===== src/rtl/check_node_sort_ctrl_pkg.sv =====
// Shared types for the check-node sorted-message list controller.
// Cell field widths are fixed here; the controller's Width/Sym_Width defaults track them.
package check_node_sort_ctrl_pkg;

  localparam int CELL_DATA_W = 6;
  localparam int CELL_SYM_W  = 6;

  typedef enum logic [1:0] {
    ST_IDLE,
    ST_FILL,
    ST_DRAIN
  } state_t;

  localparam logic [CELL_DATA_W-1:0] EMPTY_VAL = '1;

  typedef struct packed {
    logic                   vld;
    logic [CELL_DATA_W-1:0] data;
    logic [CELL_SYM_W-1:0]  sym;
  } cell_t;

  localparam cell_t EMPTY_CELL = '{vld: 1'b0, data: EMPTY_VAL, sym: '0};

endpackage


===== src/rtl/check_node_sort_ctrl_cmp.sv =====
// Per-cell reliability comparator: flags an input strictly more reliable than the stored cell.
module Comparer_for_CheckNode #(
  parameter int Width = 5
) (
  input  logic [Width:0] Cell_Data,
  input  logic [Width:0] Input_Data,
  output logic           lt
);

  assign lt = (Input_Data < Cell_Data);

endmodule


===== src/rtl/check_node_sort_ctrl.sv =====
// Sorted insertion list for check-node messages: keeps the Depth most reliable
// (reliability, symbol) pairs of a frame in ascending order, then streams them out.
module check_node_sort_ctrl
  import check_node_sort_ctrl_pkg::*;
#(
  parameter int Width     = CELL_DATA_W - 1,
  parameter int Sym_Width = CELL_SYM_W,
  parameter int Depth     = 8
) (
  input  logic                 clk,
  input  logic                 rst,
  input  logic                 start,
  input  logic                 in_valid,
  output logic                 in_ready,
  input  logic [Width:0]       in_data,
  input  logic [Sym_Width-1:0] in_sym,
  input  logic                 in_last,
  output logic                 out_valid,
  input  logic                 out_ready,
  output logic [Width:0]       out_data,
  output logic [Sym_Width-1:0] out_sym,
  output logic                 out_last,
  output logic                 busy
);

  localparam int CW = $clog2(Depth + 1);

  state_t          state_q;
  cell_t           cells_q   [Depth];
  cell_t           cells_ins [Depth];
  cell_t           new_cell;
  logic [CW-1:0]   count_q;
  logic [CW-1:0]   count_ins;
  logic [Depth-1:0] cmp_lt;
  logic [Depth-1:0] lt;
  logic            ins_hit;

  assign in_ready = (state_q == ST_FILL);
  assign busy     = (state_q != ST_IDLE);
  assign new_cell = '{vld: 1'b1, data: in_data, sym: in_sym};

  for (genvar g = 0; g < Depth; g++) begin : g_cmp
    Comparer_for_CheckNode #(.Width(Width)) u_cmp (
      .Cell_Data  (cells_q[g].data),
      .Input_Data (in_data),
      .lt         (cmp_lt[g])
    );
    assign lt[g] = !cells_q[g].vld || cmp_lt[g];
  end

  assign ins_hit   = |lt;
  assign count_ins = (ins_hit && count_q != CW'(Depth)) ? count_q + 1'b1 : count_q;

  // Cells above the first raised lt keep their place, the first one takes the
  // input, and everything below it moves down one slot (old tail falls off).
  always_comb begin
    logic below;
    cells_ins[0] = lt[0] ? new_cell : cells_q[0];
    below        = lt[0];
    for (int k = 1; k < Depth; k++) begin
      cells_ins[k] = below ? cells_q[k-1] : (lt[k] ? new_cell : cells_q[k]);
      below        = below | lt[k];
    end
  end

  always_ff @(posedge clk or posedge rst) begin
    if (rst) begin
      state_q   <= ST_IDLE;
      count_q   <= '0;
      out_valid <= 1'b0;
      out_data  <= '0;
      out_sym   <= '0;
      out_last  <= 1'b0;
      for (int k = 0; k < Depth; k++) cells_q[k] <= EMPTY_CELL;
    end else begin
      case (state_q)
        ST_IDLE: begin
          if (start) begin
            state_q <= ST_FILL;
            count_q <= '0;
            for (int k = 0; k < Depth; k++) cells_q[k] <= EMPTY_CELL;
          end
        end
        ST_FILL: begin
          if (in_valid) begin
            for (int k = 0; k < Depth; k++) cells_q[k] <= cells_ins[k];
            count_q <= count_ins;
            if (in_last) begin
              state_q   <= ST_DRAIN;
              out_valid <= 1'b1;
              out_data  <= cells_ins[0].data;
              out_sym   <= cells_ins[0].sym;
              out_last  <= (count_ins == CW'(1));
            end
          end
        end
        ST_DRAIN: begin
          if (out_ready) begin
            if (out_last) begin
              state_q   <= ST_IDLE;
              out_valid <= 1'b0;
              out_data  <= '0;
              out_sym   <= '0;
              out_last  <= 1'b0;
            end else begin
              for (int k = 0; k < Depth - 1; k++) cells_q[k] <= cells_q[k+1];
              cells_q[Depth-1] <= EMPTY_CELL;
              count_q  <= count_q - 1'b1;
              out_data <= cells_q[1].data;
              out_sym  <= cells_q[1].sym;
              out_last <= (count_q == CW'(2));
            end
          end
        end
        default: state_q <= ST_IDLE;
      endcase
    end
  end

endmodule

===== config.mk =====
export PLATFORM = sky130hd
export DESIGN_NAME = check_node_sort_ctrl
export DESIGN_NICKNAME = d
export VERILOG_FILES = /design/src/rtl/check_node_sort_ctrl_pkg.sv /design/src/rtl/check_node_sort_ctrl_cmp.sv /design/src/rtl/check_node_sort_ctrl.sv
export SDC_FILE = /design/constraint.sdc
export NUM_CORES = 1
export LEC_CHECK = 0
export BUFFER_PORTS_ARGS = -buffer_cell sky130_fd_sc_hd__buf_2
export CORE_MARGIN = 5
export CORE_UTILIZATION = 40
export CTS_CLUSTER_SIZE = 14
export DETAILED_ROUTE_END_ITERATION = 7
export GPL_ROUTABILITY_DRIVEN = 0
export PLACE_DENSITY_LB_ADDON = 0.2
export SLEW_MARGIN = 0
export SYNTH_ARGS = -nofsm -noshare
export SYNTH_HDL_FRONTEND = slang
export SYNTH_HIERARCHICAL = 1
export SYNTH_SLANG_ARGS = --single-unit

===== constraint.sdc =====
create_clock -name clk -period 10.8 [get_ports clk]
set_input_delay 0.54 -clock clk [delete_from_list [all_inputs] [get_ports clk]]
set_output_delay 0.54 -clock clk [all_outputs]
set_load 0.02 [all_outputs]

# ---- Word level (Yosys, flattened, before mapping)
# Index checks and enable logic that the tools add are counted.
dict set report totals {
  word_cells 151
  ff_bits 124
  mem_bits_ro 0
  n_memories 0
  output_inout_bits 16
  mem_bits_rw 0
  latch_bits 0
  in_bits 18
}
dict set report op_classes {
  shifts 0
  mux 52
  n_mul 0
  order_cmp 8
  n_div 0
  eq_ne 19
  n_bitwise 6
  addsub 2
  n_reduce_logical 34
}
# cell count
set ops {}
lappend ops {{104-bit two-way mux} 4}
lappend ops {{104-bit one-hot mux with 3 select lines} 1}
lappend ops {{13-bit two-way mux} 15}
lappend ops {{6-bit less-than comparator} 8}
lappend ops {{6-bit two-way mux} 8}
lappend ops {{6-bit AND reduction} 8}
lappend ops {{6-bit one-hot mux with 2 select lines} 2}
lappend ops {{3-bit by 1-bit != test with 1-bit output (second input constant)} 7}
lappend ops {{4-bit two-way mux} 5}
lappend ops {{5-bit AND reduction} 3}
lappend ops {{4-bit one-hot mux with 3 select lines} 1}
lappend ops {{2-bit two-way mux} 5}
lappend ops {{2-bit != test (second input constant)} 5}
lappend ops {{1-bit zero test} 8}
lappend ops {{1-bit logical OR} 8}
lappend ops {{1-bit two-way mux} 8}
lappend ops {{8-bit OR reduction} 1}
lappend ops {{1-bit bitwise OR} 6}
lappend ops {{2-bit one-hot mux with 3 select lines} 1}
lappend ops {{4-bit by 1-bit adder with 4-bit output (second input constant)} 1}
lappend ops {{4-bit by 1-bit == test with 1-bit output (second input constant)} 1}
lappend ops {{4-bit by 2-bit == test with 1-bit output (second input constant)} 1}
lappend ops {{2-bit by 1-bit != test with 1-bit output (second input constant)} 2}
lappend ops {{4-bit != test (second input constant)} 1}
lappend ops {{9 further kinds} 11}

# ---- Depth between registers and ports, before layout
dict set report logic_depth {
  ltp_word 11
  mapped_depth 11
  ltp_nobuf 9
}

# ---- By module
# Netlist, hierarchy kept.
# module area_each_um2 n_inst seq_area_each_um2 cells_per_inst
set by_module_without_submodules {}
lappend by_module_without_submodules {check_node_sort_ctrl 7397.1 1 3163.0 807}
lappend by_module_without_submodules {Comparer_for_CheckNode 123.9 8 0.0 17}

# ---- Worst setup path after synthesis
# No wires, ideal clock.
dict set report synth_path {
  path_kind {register -> register}
  from {register cells_q[76] (netlist name)}
  to {register cells_q[44] (netlist name)}
  synth_period_minus_slack_ns 2.704
  setup_ns 0.130
  path_slack_ns 8.096
  required_ns 10.670
  n_path_buf 2
  stages_incl_launch_ff 12
  arrival_ns 2.574
  cell_sequence {dfstp_2 -> inv_1 -> ha_1 -> nand4_1 -> o221a_2 -> and4bb_2 -> and2_1 -> buf_4 -> buf_4 -> mux2_2 -> a22oi_1 -> o22ai_1}
}
dict set report synth_via {
  elab_chain_cells 7
  elab_cells_between_ends 9
  cone_classes {order compare (1); eq/ne (1); mux (3); bitwise (2); reduce/logical (2)}
}
# item line
set synth_lines {}
lappend synth_lines {{from (decl)} check_node_sort_ctrl.sv:29} ;# cell_t cells_q [Depth];
lappend synth_lines {{from (signal, indexed assignment)} check_node_sort_ctrl.sv:107} ;# cells_q[Depth-1] <= EMPTY_CELL;
lappend synth_lines {{6-bit less-than comparator (*)} check_node_sort_ctrl_cmp.sv:10} ;# assign lt = (Input_Data < Cell_Data);
lappend synth_lines {{via cmp_lt[2]} check_node_sort_ctrl.sv:34} ;# logic [Depth-1:0] cmp_lt;
lappend synth_lines {{1-bit logical OR (*)} check_node_sort_ctrl.sv:48} ;# assign lt[g] = !cells_q[g].vld || cmp_lt[g];
lappend synth_lines {{1-bit bitwise OR (*) (2 in series)} check_node_sort_ctrl.sv:62} ;# below = below | lt[k];
lappend synth_lines {{13-bit two-way mux} check_node_sort_ctrl.sv:61} ;# cells_ins[k] = below ? cells_q[k-1] : (lt[k] ? new_cell : cells_q[k]);
lappend synth_lines {{104-bit two-way mux} check_node_sort_ctrl.sv:85} ;# if (in_valid) begin
lappend synth_lines {{104-bit one-hot mux with 3 select lines} check_node_sort_ctrl.sv:76} ;# case (state_q)
# Mark *: on every way through the listed nets, which the timed path passes. The rest lies on a longest branch. The select of a mux whose other input is x is not followed.
# A chain may end at the register's enable or synchronous reset.

# ---- Worst setup path after layout
dict set report layout_path {
  from {register cells_q[89] (netlist name)}
  to {register cells_q[16] (netlist name)}
}
dict set report layout_via {
  elab_chain_cells 10
  elab_cells_between_ends 12
  cone_classes {order compare (1); eq/ne (1); mux (3); bitwise (5); reduce/logical (2)}
}
# item line
set layout_lines {}
lappend layout_lines {{6-bit less-than comparator (*)} check_node_sort_ctrl_cmp.sv:10}
lappend layout_lines {{via cmp_lt[1]} check_node_sort_ctrl.sv:34}
lappend layout_lines {{1-bit logical OR (*)} check_node_sort_ctrl.sv:48}
lappend layout_lines {{1-bit bitwise OR (*) (5 in series)} check_node_sort_ctrl.sv:62}
lappend layout_lines {{13-bit two-way mux} check_node_sort_ctrl.sv:61}
lappend layout_lines {{104-bit two-way mux} check_node_sort_ctrl.sv:85}
lappend layout_lines {{104-bit one-hot mux with 3 select lines} check_node_sort_ctrl.sv:76}
# Marked as above.

==> results.md <==
* Outcome: finished clean
* Slew @ Worst Pin at 1.024 ns
* Die area at 0.02397 mm²
* Post-CTS Setup Inserts at 0
* Placed Area at 0.008693 mm²
* Final period utilization at 38.98%
* Post-Syn Instances at 943
* Worst EP required at 11.14 ns
* Nets at 1005
* CP endpoint kind: register
* Vias in the first global route at 6982
* GRT overflow at 0
* Clock latency on the worst-skew pair at 0.42 ns
* Share of layout cells above drive strength 1 at 20.88%
* Routed via count at 6952
* DRC viols at 0
* Unrepaired setup endpoints after global routing: false
* CTS buffer count at 17
* Io pins at 34
* Hold bufs inserted after CTS at 0
* CP Launch Type: register
* Worst R2R Start: cells_q[89]
* Detailed Routing Iterations Pass 1 at 5
* Asr flop ratio synth at 100.0%
* Final ANT Viol Nets at 0
* Fin Clk Skew at 0.01153 ns
* PortBufs at 33
* Fin. Hold Viols at 0
* Most common cell after layout, fill and taps aside: nand2_1
* RR Endpoint: cells_q[16]
* Largest net degree at the start of global routing at 91
* First-pass GRT wire length at 37330 µm
* Setup TNS Final at 0 ns
* Layout area overhead at 10.84%
* Ys Warns at 6
* R2R setup slack at 6.59 ns
* Synth Flop Type: dfrtp_1
* Syn Area/Cell at 8.895 µm²
* Hold Crit Class: in -> async
* Starting DRC count in detailed routing at 557
* FF+latch count, synth at 124
* Die W at 154.8 µm
* R2R depth at 9
* H-tree depth at 4
* Final slew viol count at 0
* Minimum hold slack at 0.1585 ns
* Pwr dens at 303.5 mW/mm²
* Overall power at 2822 µW
* Starting Density at 40.28%
* # setup viols final at 0
* Yosys cell types at 60
* # clock sinks at 124
* Clock buffer depth at 2
* Total track usage at 19.05%
* Slew margin rel. at 31.73%
* Commonest non-fill, non-tap cells in the layout: nand2_1 (172), dfrtp_1 (76), a21oi_1 (74)
* Fmax at 237.6 MHz
* Clk root buf: clkbuf_16
* Die Y at 154.8 µm
* Drt via density at 5.657
* CTS tree: yes
* Post-route cell area at 0.009298 mm²
* EDFF count, synth at 0
* Data arrival time of the critical path at 4.55 ns
* CP max FO at 26
* Leak at 0.004049 µW
* Post-synthesis sequential area ratio at 37.71%
* Maxcap violations at 0
* Peak supply drop at 0.0001398 V
* Final WL at 22390 µm
* Syn nets at 1008
* Post_cts resized at 0
* WL per Instance at 18.22 µm
* Antenna violations before repair at 1
* Syn Std Cell Area at 0.008388 mm²
* Detailed Place HPWL at 15030 µm
* Num rows at 53
* Clk slew on worst S/H paths at 0.06 ns
* Worst Setup Path Type: reg -> reg
* CORE AREA at 0.02082 mm²
* Tmin final at 4.210 ns
==> cell usage after synthesis, types with 6 or more instances <==
master / number / share of area (%)
o21ai_0: 40 / 2.4
a22oi_1: 37 / 3.3
and3_1: 8 / 0.60
buf_4: 6 / 0.54
nor2b_1: 6 / 0.45
nand2b_1: 9 / 0.67
o221a_2: 8 / 1.1
o2bb2ai_1: 6 / 0.63
a211oi_1: 8 / 0.72
ha_1: 47 / 7.0
nor2_1: 55 / 2.5
dfrtp_1: 76 / 23
a21oi_1: 74 / 4.4
nand2_1: 172 / 7.7
o21ai_1: 9 / 0.54
mux2_2: 53 / 7.1
o2111ai_1: 13 / 1.4
mux2i_1: 23 / 2.7
nand3_1: 13 / 0.78
a22o_1: 10 / 1.0
buf_2: 16 / 0.95
a41oi_1: 23 / 2.4
o21a_1: 14 / 1.3
dfstp_2: 48 / 15
inv_1: 59 / 2.6
clkbuf_1: 36 / 1.6
o22a_1: 6 / 0.63
o31ai_1: 7 / 0.63
nand4_1: 9 / 0.67
==> worst max-delay path by stage <==
stage | start | to | slack [ns]
finish | cells_q[89] | cells_q[16] | 6.59
global route | cells_q[89] | cells_q[14] | 6.31
CTS | cells_q[89] | cells_q[16] | 6.60
detailed placement | in_data[5] | cells_q[16] | 6.40
global placement | in_data[5] | cells_q[16] | 6.49
floorplan | rst | cells_q[0] | 7.04
==> layer usage <==
layer  GRT usage (%)  up-vias  share of wire [%]
met4           5.257        0                1.2
li1                -     3411                  -
met1           26.29     3381                 48
met2           31.18      138                 47
met3           2.966       22                3.8
met5               0        -                  0
==> kinds of logic (layout without fill, tap and decap cells) <==
family	Yosys count	after routing	share of synthesized area (%)
compound gates	278	278	23.43
other cells	0	1	0
buf+inv	124	134	6.235
flops	124	124	37.71
simple gates	290	290	15.24
xor+xnor	1	1	0.1044
mux	79	79	10.26
fa+ha+maj	47	47	7.011
==> registers in the layout, indices dropped and copies added, names as in the netlist <==
register / flops
out_valid: 1
out_last: 1
out_data: 6
cells_q: 104
count_q: 4
state_q: 2
out_sym: 6
==> critical path: stages, from the launching register on <==
cell and delay [ns]:
dfstp_2 0.58, inv_1 0.06, ha_1 0.31, nand4_1 0.11, o221a_2 0.28, and4bb_1 0.86, and2_1 0.91, a21oi_4 0.35
a21oi_1 0.51, o2bb2ai_1 0.17
==> report_power, final <==
| group | internal [µW] | total (µW) | switching, µW | leakage [µW] |
|---|---|---|---|---|
| logic | 498 | 1360 | 863 | 0.00226 |
| clock network | 373 | 585 | 212 | 0.000289 |
| registers | 707 | 876 | 168 | 0.00150 |
==> final cells by class <==
| type | count | area, µm² |
|---|---|---|
| fill | 2038 | 11520 |
| multi-input combinational | 695 | 4722 |
| sequential | 124 | 3163 |
| clock buffer | 20 | 456.7 |
| tap | 275 | 344.1 |
| timing repair buffer | 43 | 240.2 |
| inverter | 59 | 224.0 |
| clock inverter | 12 | 145.1 |
| antenna | 1 | 2.502 |
==> through the flow <==
step | std cells | worst slack (ns) | util [%]
after floorplan | 943 | 7.040 | -
after global placement | 1196 | 6.490 | 41.75
after detailed placement | 1196 | 6.396 | 41.75
after CTS | 1228 | 6.602 | 44.64
after global routing | 1229 | 6.309 | 44.65
final | 1229 | 6.590 | 44.65
Power figures use the tool's default switching activity.
